### src/rtl/idct_write_s.sv
// idct_write_s: drains one 8x8 S block, clips to 8-bit pixels, packs pairs and writes them to the YUV area of SRAM
module idct_write_s (
  input  logic        CLOCK_50_I,
  input  logic        resetn,
  input  logic        WS_start,
  output logic        WS_done,
  output logic        WS_frame_done,
  output logic [6:0]  S_read_address,
  input  logic [31:0] S_read_data,
  output logic [17:0] SRAM_address,
  output logic [15:0] SRAM_write_data,
  output logic        SRAM_we_n
);

  typedef enum logic [2:0] {WS_IDLE, WS_LEAD, WS_EVEN, WS_ODD, WS_FINISH} ws_state_t;

  localparam logic [1:0] SEG_Y = 2'd0;
  localparam logic [1:0] SEG_U = 2'd1;
  localparam logic [1:0] SEG_V = 2'd2;

  ws_state_t   r_state;
  logic [4:0]  r_k;
  logic [4:0]  r_rb;
  logic [5:0]  r_cb;
  logic [1:0]  r_seg;
  logic [7:0]  r_even;

  logic [31:0] w_p;
  logic [7:0]  w_pix;
  logic [7:0]  w_row;
  logic [17:0] w_row18;
  logic [17:0] w_row_off;
  logic [17:0] w_base;
  logic [17:0] w_addr;
  logic [6:0]  w_next_ra;
  logic        w_last_col;
  logic        w_last_row;
  logic        w_last_seg;

  // pixel clipping, word address from block position and word index (shift-add pitch), counter wrap flags
  always_comb begin
    w_p        = $signed(S_read_data) >>> 16;
    w_pix      = w_p[31] ? 8'd0 : (|w_p[30:8]) ? 8'd255 : w_p[7:0];
    w_row      = {r_rb, r_k[4:2]};
    w_row18    = {10'd0, w_row};
    w_row_off  = (r_seg == SEG_Y) ? (w_row18 << 7) + (w_row18 << 5) : (w_row18 << 6) + (w_row18 << 4);
    w_base     = (r_seg == SEG_U) ? 18'd38400 : (r_seg == SEG_V) ? 18'd57600 : 18'd0;
    w_addr     = w_base + w_row_off + {10'd0, r_cb, r_k[1:0]};
    w_next_ra  = (S_read_address == 7'd63) ? S_read_address : S_read_address + 7'd1;
    w_last_col = (r_seg == SEG_Y) ? (r_cb == 6'd39) : (r_cb == 6'd19);
    w_last_row = (r_rb == 5'd29);
    w_last_seg = (r_seg == SEG_V);
  end

  // block sequencer: issue 64 reads, pair pixels into 32 writes, then advance the block position
  always_ff @(posedge CLOCK_50_I or negedge resetn) begin
    if (!resetn) begin
      r_state         <= WS_IDLE;
      r_k             <= 5'd0;
      r_rb            <= 5'd0;
      r_cb            <= 6'd0;
      r_seg           <= SEG_Y;
      r_even          <= 8'd0;
      WS_done         <= 1'b0;
      WS_frame_done   <= 1'b0;
      S_read_address  <= 7'd0;
      SRAM_address    <= 18'd0;
      SRAM_write_data <= 16'd0;
      SRAM_we_n       <= 1'b1;
    end else begin
      WS_done       <= 1'b0;
      WS_frame_done <= 1'b0;
      case (r_state)
        WS_IDLE: begin
          if (WS_start) begin
            r_state        <= WS_LEAD;
            r_k            <= 5'd0;
            S_read_address <= 7'd0;
          end
        end
        WS_LEAD: begin
          S_read_address <= w_next_ra;
          r_state        <= WS_EVEN;
        end
        WS_EVEN: begin
          r_even         <= w_pix;
          SRAM_we_n      <= 1'b1;
          S_read_address <= w_next_ra;
          r_state        <= WS_ODD;
        end
        WS_ODD: begin
          SRAM_write_data <= {r_even, w_pix};
          SRAM_address    <= w_addr;
          SRAM_we_n       <= 1'b0;
          S_read_address  <= w_next_ra;
          r_k             <= r_k + 5'd1;
          r_state         <= (r_k == 5'd31) ? WS_FINISH : WS_EVEN;
        end
        WS_FINISH: begin
          SRAM_we_n <= 1'b1;
          WS_done   <= 1'b1;
          r_state   <= WS_IDLE;
          if (w_last_col) begin
            r_cb <= 6'd0;
            if (w_last_row) begin
              r_rb          <= 5'd0;
              r_seg         <= w_last_seg ? SEG_Y : r_seg + 2'd1;
              WS_frame_done <= w_last_seg;
            end else begin
              r_rb <= r_rb + 5'd1;
            end
          end else begin
            r_cb <= r_cb + 6'd1;
          end
        end
        default: r_state <= WS_IDLE;
      endcase
    end
  end

endmodule

### config.mk
export PLATFORM = sky130hd
export DESIGN_NAME = idct_write_s
export DESIGN_NICKNAME = d
export VERILOG_FILES = /design/src/rtl/idct_write_s.sv
export SDC_FILE = /design/constraint.sdc
export NUM_CORES = 1
export LEC_CHECK = 0
export ABC_AREA = 0
export ABC_CLOCK_PERIOD_IN_PS = 5550
export BUFFER_PORTS_ARGS = -buffer_cell sky130_fd_sc_hd__buf_2
export CAP_MARGIN = 20
export CORE_UTILIZATION = 60
export DETAILED_ROUTE_END_ITERATION = 10
export PLACE_DENSITY = 0.91
export SYNTH_ARGS = -nofsm -noshare
export SYNTH_HDL_FRONTEND = slang
export SYNTH_SLANG_ARGS = --single-unit
### constraint.sdc
create_clock -name CLOCK_50_I -period 5.55 [get_ports CLOCK_50_I]
set_input_delay 0 -clock CLOCK_50_I [delete_from_list [all_inputs] [get_ports CLOCK_50_I]]
set_output_delay 0 -clock CLOCK_50_I [all_outputs]
set_load 0.05 [all_outputs]
==> metrics.md, run 1 <==
| Metric | Value |
|---|---|
| 1st-iter DRT viols | `191` |
| WL/cell | `15.2 um` |
| Hold Crit Class | `input pin to flip-flop` |
| EDFF count, synth | `0` |
| RR Startpoint | `r_k[2]` |
| Min Tclk post-route | `3.41 ns` |
| GR Overflow Total | `0` |
| Maximum single-stage delay on the critical path | `0.46 ns` |
| Number of synthesized register bits | `72` |
| DR vias/cell | `5.79` |
| Final clock skew | `0.0111 ns` |
| Clock sink count | `72` |
| Reg2reg path depth | `14` |
| Clk root buf | `clkbuf_8` |
| Internal | `1.02 mW` |
| Clk buf depth | `2` |
| Yosys top cell area share | `0.451` |
| Final Hold Viols | `0` |
| Clock Power Share | `0.230` |
| TritonCTS Buffers | `9` |
| Final core utilization | `0.719` |
| YS warnings | `0` |
| CP max FO | `8` |
| Die W | `83.1 um` |
| Worst EP required | `5.83 ns` |
| Top area cells in the synthesized netlist | `dfrtp_1 45%, ha_1 8.6%, nand2_1 7.7%, o21ai_0 5.6%, nor2_1 2.7%` |
| Worst hold endpoint | `SRAM_write_data[5]` |
| Chip height | `83.1 um` |
| Leakage power | `2.29 nW` |
| Final Max Tran Viols | `0` |
| Finished Layout Cells | `570` |
| Status | `complete, no violations` |
| Share of flip-flops with an asynchronous set or reset | `1.00` |
| Placed cells | `546` |
| Max IR drop VDD | `0.384 mV` |
| # hold bufs at CTS | `9` |
| Register area share after synthesis | `0.457` |
| Routed WL | `8650 um` |
| CP Cell Sequence | `ha_1 > inv_1 > fa_1 > nand2b_1 > a21oi_2 > a21o_1 > a21o_1 > xnor2_1 > o21ai_0 > ha_1 > inv_1 > or3_1 > or3_2 > o2111ai_1` |
| TritonCTS clock tree | `yes` |
| DRC Markers | `0` |
| Synth area leader | `dfrtp_1` |
| Final non-filler cell area | `0.00457 sq mm` |
| Comb pwr share | `0.368` |
| Share of cells above drive strength 1 | `0.187` |
| First-pass GRT wire length | `14700 um` |
| Largest net degree at the start of global routing | `73` |
| # diodes | `0` |
| Clock Pin Slew Worst Setup and Hold Paths | `0.08 ns` |
| Syn Inst Count | `422` |
| Pre-CTS setup slack | `2.19 ns` |
| Syn Area/Cell | `9.34 sq um` |
| Hold path cells | `3` |
| DP HPWL | `5770 um` |
| Synth-to-Final Area Change | `15.9%` |
| Most frequent cells in the layout | `81 x nand2_1, 71 x dfrtp_1, 61 x buf_2` |
| Switching power | `0.786 mW` |
| Setup violations, final | `0` |
| Worst Hold Launch | `S_read_data[21]` |
| R2R Setup Slk | `2.14 ns` |
| Routed vias | `3301` |
| Tcrit/Tclk final | `0.615` |
| Top cell family by delay on the critical path | `adder cells` |
| Total GRT Usage | `0.267` |
| Setup CP Type | `flip-flop to flip-flop` |
| Die area | `0.00690 sq mm` |
| Commonest non-fill, non-tap cell in the layout | `nand2_1` |
| Crit-path slowest cell | `dfrtp_1` |
| Max-cap violations | `0` |
| Netlist cell types | `54` |
| Starting Density | `0.621` |
| CP Capture Type | `flip-flop` |
| Tightest slew margin relative to the limit | `0.409` |
| Router iterations before antenna repair | `5` |
| Achievable clock frequency | `0.293 GHz` |
| Fin nets | `553` |
| GP Congestion | `0.841` |
| Core Rows | `29` |
| Sequential share of power | `0.403` |
| Nature of the critical path startpoint | `flip-flop` |
| Number of I/O pins | `79` |
| Sw Share | `0.435` |
| Placed cell area | `0.00428 sq mm` |
| Pwr Density | `396 mW/mm^2` |
| Critical path data arrival time | `3.69 ns` |
| Critical R2R Capture | `SRAM_address[13]` |
| Skew-Pair Late Insertion Delay | `0.36 ns` |
| Vias in the first global route | `3224` |
| Fin Setup TNS | `0 ns` |
| Post-cts resize count | `0` |
| Critical path buffers and inverters | `2` |
| Post-route antenna net violation count | `0` |
| RSZ-0062 raised after global routing | `no` |
| Setup ws final | `2.14 ns` |
| Setup Fix Bufs, Post-CTS | `0` |
| Synth Net Count | `486` |
| Least-Margin Pin Slew | `0.886 ns` |
| Main flop type after synthesis | `dfrtp_1` |
| Synthesized area | `0.00394 sq mm` |
| I/O Buffers | `61` |
| Core area | `0.00635 sq mm` |
| Overall Power | `1.81 mW` |
| Final hold slack | `0.00947 ns` |
| Antenna violations before repair | `0` |
| # H-tree levels | `3` |
## per-layer routing
layer | vias up | track usage | wire length (um)
li1 | 1601 | - | -
met1 | 1581 | 0.346 | 3770
met2 | 95 | 0.425 | 4200
met3 | 24 | 0.0517 | 436
met4 | 0 | 0.139 | 248
met5 | - | 0 | 0
## final cells by class
type,instances,area [sq um]
multi-input combinational,317,2000
tap,77,96.3
sequential,72,1800
inverter,16,60.1
clock inverter,5,56.3
timing repair buffer,73,418
fill,443,1780
clock buffer,10,138
## synth_stat cells (3+ instances only)
master	n
o21ai_0	44
inv_1	15
mux2i_1	7
nand2_1	81
o21bai_1	8
nor2_1	28
xor2_1	9
a21o_1	5
xnor2_1	11
ha_1	27
nand2b_1	3
dfrtp_1	71
o2111ai_1	3
and3_1	5
and4_1	3
a21oi_1	12
or3_1	10
o31ai_1	4
nand3_1	12
clkbuf_1	12
a31oi_1	4
nand4_1	5
## power by group through the flow
stage	combinational, mW	clock, mW	sequential [mW]
after global placement	0.635	0	0.729
after CTS	0.663	0.418	0.727
after floorplan	0.207	0	1.01
final	0.664	0.415	0.728
after detailed placement	0.653	0	0.735
after global routing	0.715	0.436	0.744
## worst min-delay path: stages
cell and delay, ns:
buf_2 0.08, o21bai_1 0.09, o21ai_0 0.16
## registers in the layout (all words and copies together) (netlist names)
register,count
WS_done,1
S_read_address,7
r_cb,6
WS_frame_done,1
r_seg,2
r_state,3
SRAM_address,17
r_rb,5
r_even,8
SRAM_write_data,16
SRAM_we_n,1
r_k,5
## how the worst max path moves through the flow
stage / from / to / slack (ns) / depth (start not counted)
floorplan: r_k[2] / SRAM_address[13] / 2.48 / 14
global placement: r_k[2] / SRAM_address[13] / 2.29 / 14
detailed placement: r_k[2] / SRAM_address[13] / 2.19 / 14
CTS: r_k[2] / SRAM_address[13] / 2.14 / 14
global route: r_k[2] / SRAM_address[15] / 1.87 / 15
finish: r_k[2] / SRAM_address[13] / 2.14 / 14
## logic make-up after synthesis
| kind of cell | count (synthesis) | synth area share |
|---|---|---|
| simple gates | 161 | 0.188 |
| compound gates | 97 | 0.153 |
| flops | 72 | 0.457 |
| buf+inv | 33 | 0.0375 |
| fa+ha+maj | 29 | 0.0959 |
| xor+xnor | 20 | 0.0444 |
| mux | 9 | 0.0235 |
| other cells | 1 | 0.000951 |
Note: power is estimated with default switching activity, not from simulation.
==> run 2: changes to the inputs <==
==> config.mk (replaced) <==
export PLATFORM = sky130hd
export DESIGN_NAME = idct_write_s
export DESIGN_NICKNAME = d
export VERILOG_FILES = /design/src/rtl/idct_write_s.sv
export SDC_FILE = /design/constraint.sdc
export NUM_CORES = 1
export LEC_CHECK = 0
export ABC_AREA = 1
export ABC_CLOCK_PERIOD_IN_PS = 2900
export BUFFER_PORTS_ARGS = -buffer_cell sky130_fd_sc_hd__buf_2
export CAP_MARGIN = 20
export CORE_UTILIZATION = 50
export DETAILED_ROUTE_END_ITERATION = 10
export PLACE_DENSITY = 0.81
export SYNTH_ARGS = -nofsm -noshare
export SYNTH_HDL_FRONTEND = slang
export SYNTH_SLANG_ARGS = --single-unit
==> constraint.sdc (replaced) <==
create_clock -name CLOCK_50_I -period 2.9 [get_ports CLOCK_50_I]
set_input_delay 0 -clock CLOCK_50_I [delete_from_list [all_inputs] [get_ports CLOCK_50_I]]
set_output_delay 0 -clock CLOCK_50_I [all_outputs]
set_load 0.05 [all_outputs]
==> run 2 against run 1 <==
Effect of this change: the run now ends with negative setup slack left; die area increased by 23%; clock power increased by 130%; non-clock buffer count increased by 14; hold slack improved by 0.026 ns; critical path type unchanged; final area increased by 8.1%.
==> metrics.md, run 2 <==
| Metric | Value |
|---|---|
| Netlist cell types | `42` |
| Max reg flops | `17` |
| Crit-path slowest cell | `dfrtp_1` |
| Yosys top cell area share | `0.439` |
| Min Tclk post-route | `2.92 ns` |
| Max IR drop VDD | `0.487 mV` |
| Least-Margin Pin Slew | `0.930 ns` |
| # diodes | `0` |
| Max-cap violations | `0` |
| Commonest non-fill, non-tap cell in the layout | `nand2_1` |
| EDFF count, synth | `0` |
| Synth-to-Final Area Change | `22.2%` |
| Setup CP Type | `flip-flop to flip-flop` |
| GR Overflow Total | `0` |
| Clk buf depth | `2` |
| Critical path data arrival time | `3.16 ns` |
| Core Rows | `32` |
| DRC Markers | `0` |
| Worst EP required | `3.14 ns` |
| Synth area leader | `dfrtp_1` |
| Number of synthesized register bits | `72` |
| Leakage power | `2.58 nW` |
| Chip height | `91.9 um` |
| Die W | `91.9 um` |
| Vias in the first global route | `3508` |
| Top reg by flops | `SRAM_address` |
| # H-tree levels | `3` |
| Synthesized area | `0.00404 sq mm` |
| Setup ws final | `-0.0161 ns` |
| CP max FO | `5` |
| Clock Pin Slew Worst Setup and Hold Paths | `0.08 ns` |
| Achievable clock frequency | `0.343 GHz` |
| Die area | `0.00845 sq mm` |
| Largest net degree at the start of global routing | `51` |
| Hold Crit Class | `input pin to flip-flop` |
| CP Capture Type | `flip-flop` |
| Maximum single-stage delay on the critical path | `0.43 ns` |
| DR vias/cell | `5.36` |
| Status | `finished with violations` |
| Pre-CTS setup slack | `-0.0304 ns` |
| Top cell family by delay on the critical path | `simple AND/OR/NAND/NOR gates` |
| Fin nets | `642` |
| Top area cells in the synthesized netlist | `dfrtp_1 44%, nand2_1 11%, ha_1 8.4%, inv_1 6.2%, o21ai_0 5.4%` |
| YS warnings | `0` |
| I/O Buffers | `61` |
| First-pass GRT wire length | `15800 um` |
| Pwr Density | `940 mW/mm^2` |
| Most frequent cell after synthesis | `nand2_1` |
| DP HPWL | `6390 um` |
| GP Congestion | `0.897` |
| Core area | `0.00777 sq mm` |
| Final core utilization | `0.636` |
| Total GRT Usage | `0.237` |
| Post-route antenna net violation count | `0` |
| Register area share after synthesis | `0.446` |
| Syn Inst Count | `494` |
| TritonCTS clock tree | `yes` |
| 1st-iter DRT viols | `216` |
| Share of cells above drive strength 1 | `0.223` |
| Antenna violations before repair | `0` |
| Top flop regs | `SRAM_address x17, SRAM_write_data x16, r_even x8` |
| TritonCTS Buffers | `9` |
| Nature of the critical path startpoint | `flip-flop` |
| Number of I/O pins | `79` |
| Routed WL | `9750 um` |
| Critical path buffers and inverters | `2` |
| Starting Density | `0.520` |
| Final clock skew | `0.0101 ns` |
| Final Max Tran Viols | `0` |
| Share of flip-flops with an asynchronous set or reset | `1.00` |
| WL/cell | `14.2 um` |
| Most frequent cells in the layout | `115 x nand2_1, 71 x dfrtp_1, 65 x inv_1` |
| Post-synth top cells | `118 x nand2_1, 71 x dfrtp_1, 67 x inv_1` |
| CP Cell Sequence | `inv_1 > fa_2 > nand3b_1 > nand2_2 > a21oi_2 > o21ai_2 > xor2_1 > o21ai_1 > ha_1 > buf_4 > nand2_1 > nor2_1 > nand3_1 > nand2_1 > nand2_1 > nand3_1 > nand2_1` |
| Synth Net Count | `558` |
| Clock sink count | `72` |
| Skew-Pair Late Insertion Delay | `0.35 ns` |
| Final Hold Viols | `0` |
| Clk root buf | `clkbuf_8` |
| Main flop type after synthesis | `dfrtp_1` |
| Most frequent CP cell | `nand2_1` |
| Routed vias | `3670` |
| Router iterations before antenna repair | `5` |
| Syn Area/Cell | `8.18 sq um` |
| Failing checks | `negative setup slack` |
| Setup violations, final | `2` |
| Tcrit/Tclk final | `1.01` |
| Tightest slew margin relative to the limit | `0.378` |
| RSZ-0062 raised after global routing | `yes` |
==> run 2: worst register-to-register path, delay by kind of cell, from the launching register on <==
kind | cells | cell delay, ns
buffers and inverters | 2 | 0.28
adders and majority gates | 2 | 0.72
AOI/OAI and AO/OA | 3 | 0.31
and+or+nand+nor | 9 | 0.87
xor gates and xnor gates | 1 | 0.20
DFF | 1 | 0.43
==> run 2: worst paths after layout <==
check	slack [ns]	cells past startpoint	startpoint	end
min in group asynchronous	0.15	2	resetn	SRAM_write_data[14]
worst max-delay path	-0.02	17	r_k[3]	SRAM_address[15]
worst min register to register	0.48	2	SRAM_address[13]	SRAM_address[13]
worst min-delay path	0.04	5	S_read_data[17]	SRAM_write_data[1]
worst max register to register	-0.02	17	r_k[3]	SRAM_address[15]
max in group asynchronous	1.95	3	resetn	SRAM_we_n
==> run 2: report_power, final <==
group	leakage (nW)	internal [mW]	switching [mW]
sequential	0.920	1.33	0.184
combinational	1.55	0.570	1.60
clock	0.114	0.574	0.384
total	2.58	2.48	2.17
==> run 2: per-layer routing <==
metal  GRT usage  vias to the layer above  part of all wire
met2       0.399                      146              0.50
met5           0                        -                 0
met3      0.0348                       41             0.044
met1       0.290                     1709              0.42
li1            -                     1774                 -
met4       0.133                        0             0.035
==> run 2: what timing repair did <==
action | in CTS | in global routing
hold buffers | 7 | 0
hold endpoints to repair | 26 | 0
buffers inserted | 2 | 5
setup endpoints to repair | 1 | 6
resized for setup | 2 | 20
pin swaps | 3 | 17
==> run 2: through the flow <==
step / area [sq um] / power, mW / std cells / setup TNS [ns] / hold slack (ns)
2_1_floorplan: 4040 / 3.12 / 494 / 0 / -0.296
3_3_place_gp: 4500 / 3.56 / 655 / 0 / -0.0161
3_5_place_dp: 4500 / 3.63 / 655 / -0.0304 / 0.000601
4_1_cts: 4820 / 4.61 / 680 / 0 / 0.00866
5_1_grt: 4940 / 4.93 / 685 / -0.585 / 0.0608
6_report: 4940 / 4.64 / 685 / -0.0295 / 0.0350
==> run 2: logic make-up (layout without fill, tap and decap cells) <==
family,after synthesis,after routing,share of synthesized area
compound gates,86,86,0.114
simple gates,208,208,0.232
mux,3,3,0.00774
buf+inv,85,174,0.0839
xor+xnor,10,10,0.0217
other cells,1,1,0.000928
flops,72,72,0.446
fa+ha+maj,29,29,0.0935
==> run 2: layout make-up <==
type	instances	area [sq um]
Clock buffer	11	131
Tap cell	102	128
Timing Repair Buffer	87	518
Multi-Input combinational cell	337	1980
Clock inverter	5	106
Fill cell	639	2830
Sequential cell	72	1800
Inverter	71	269
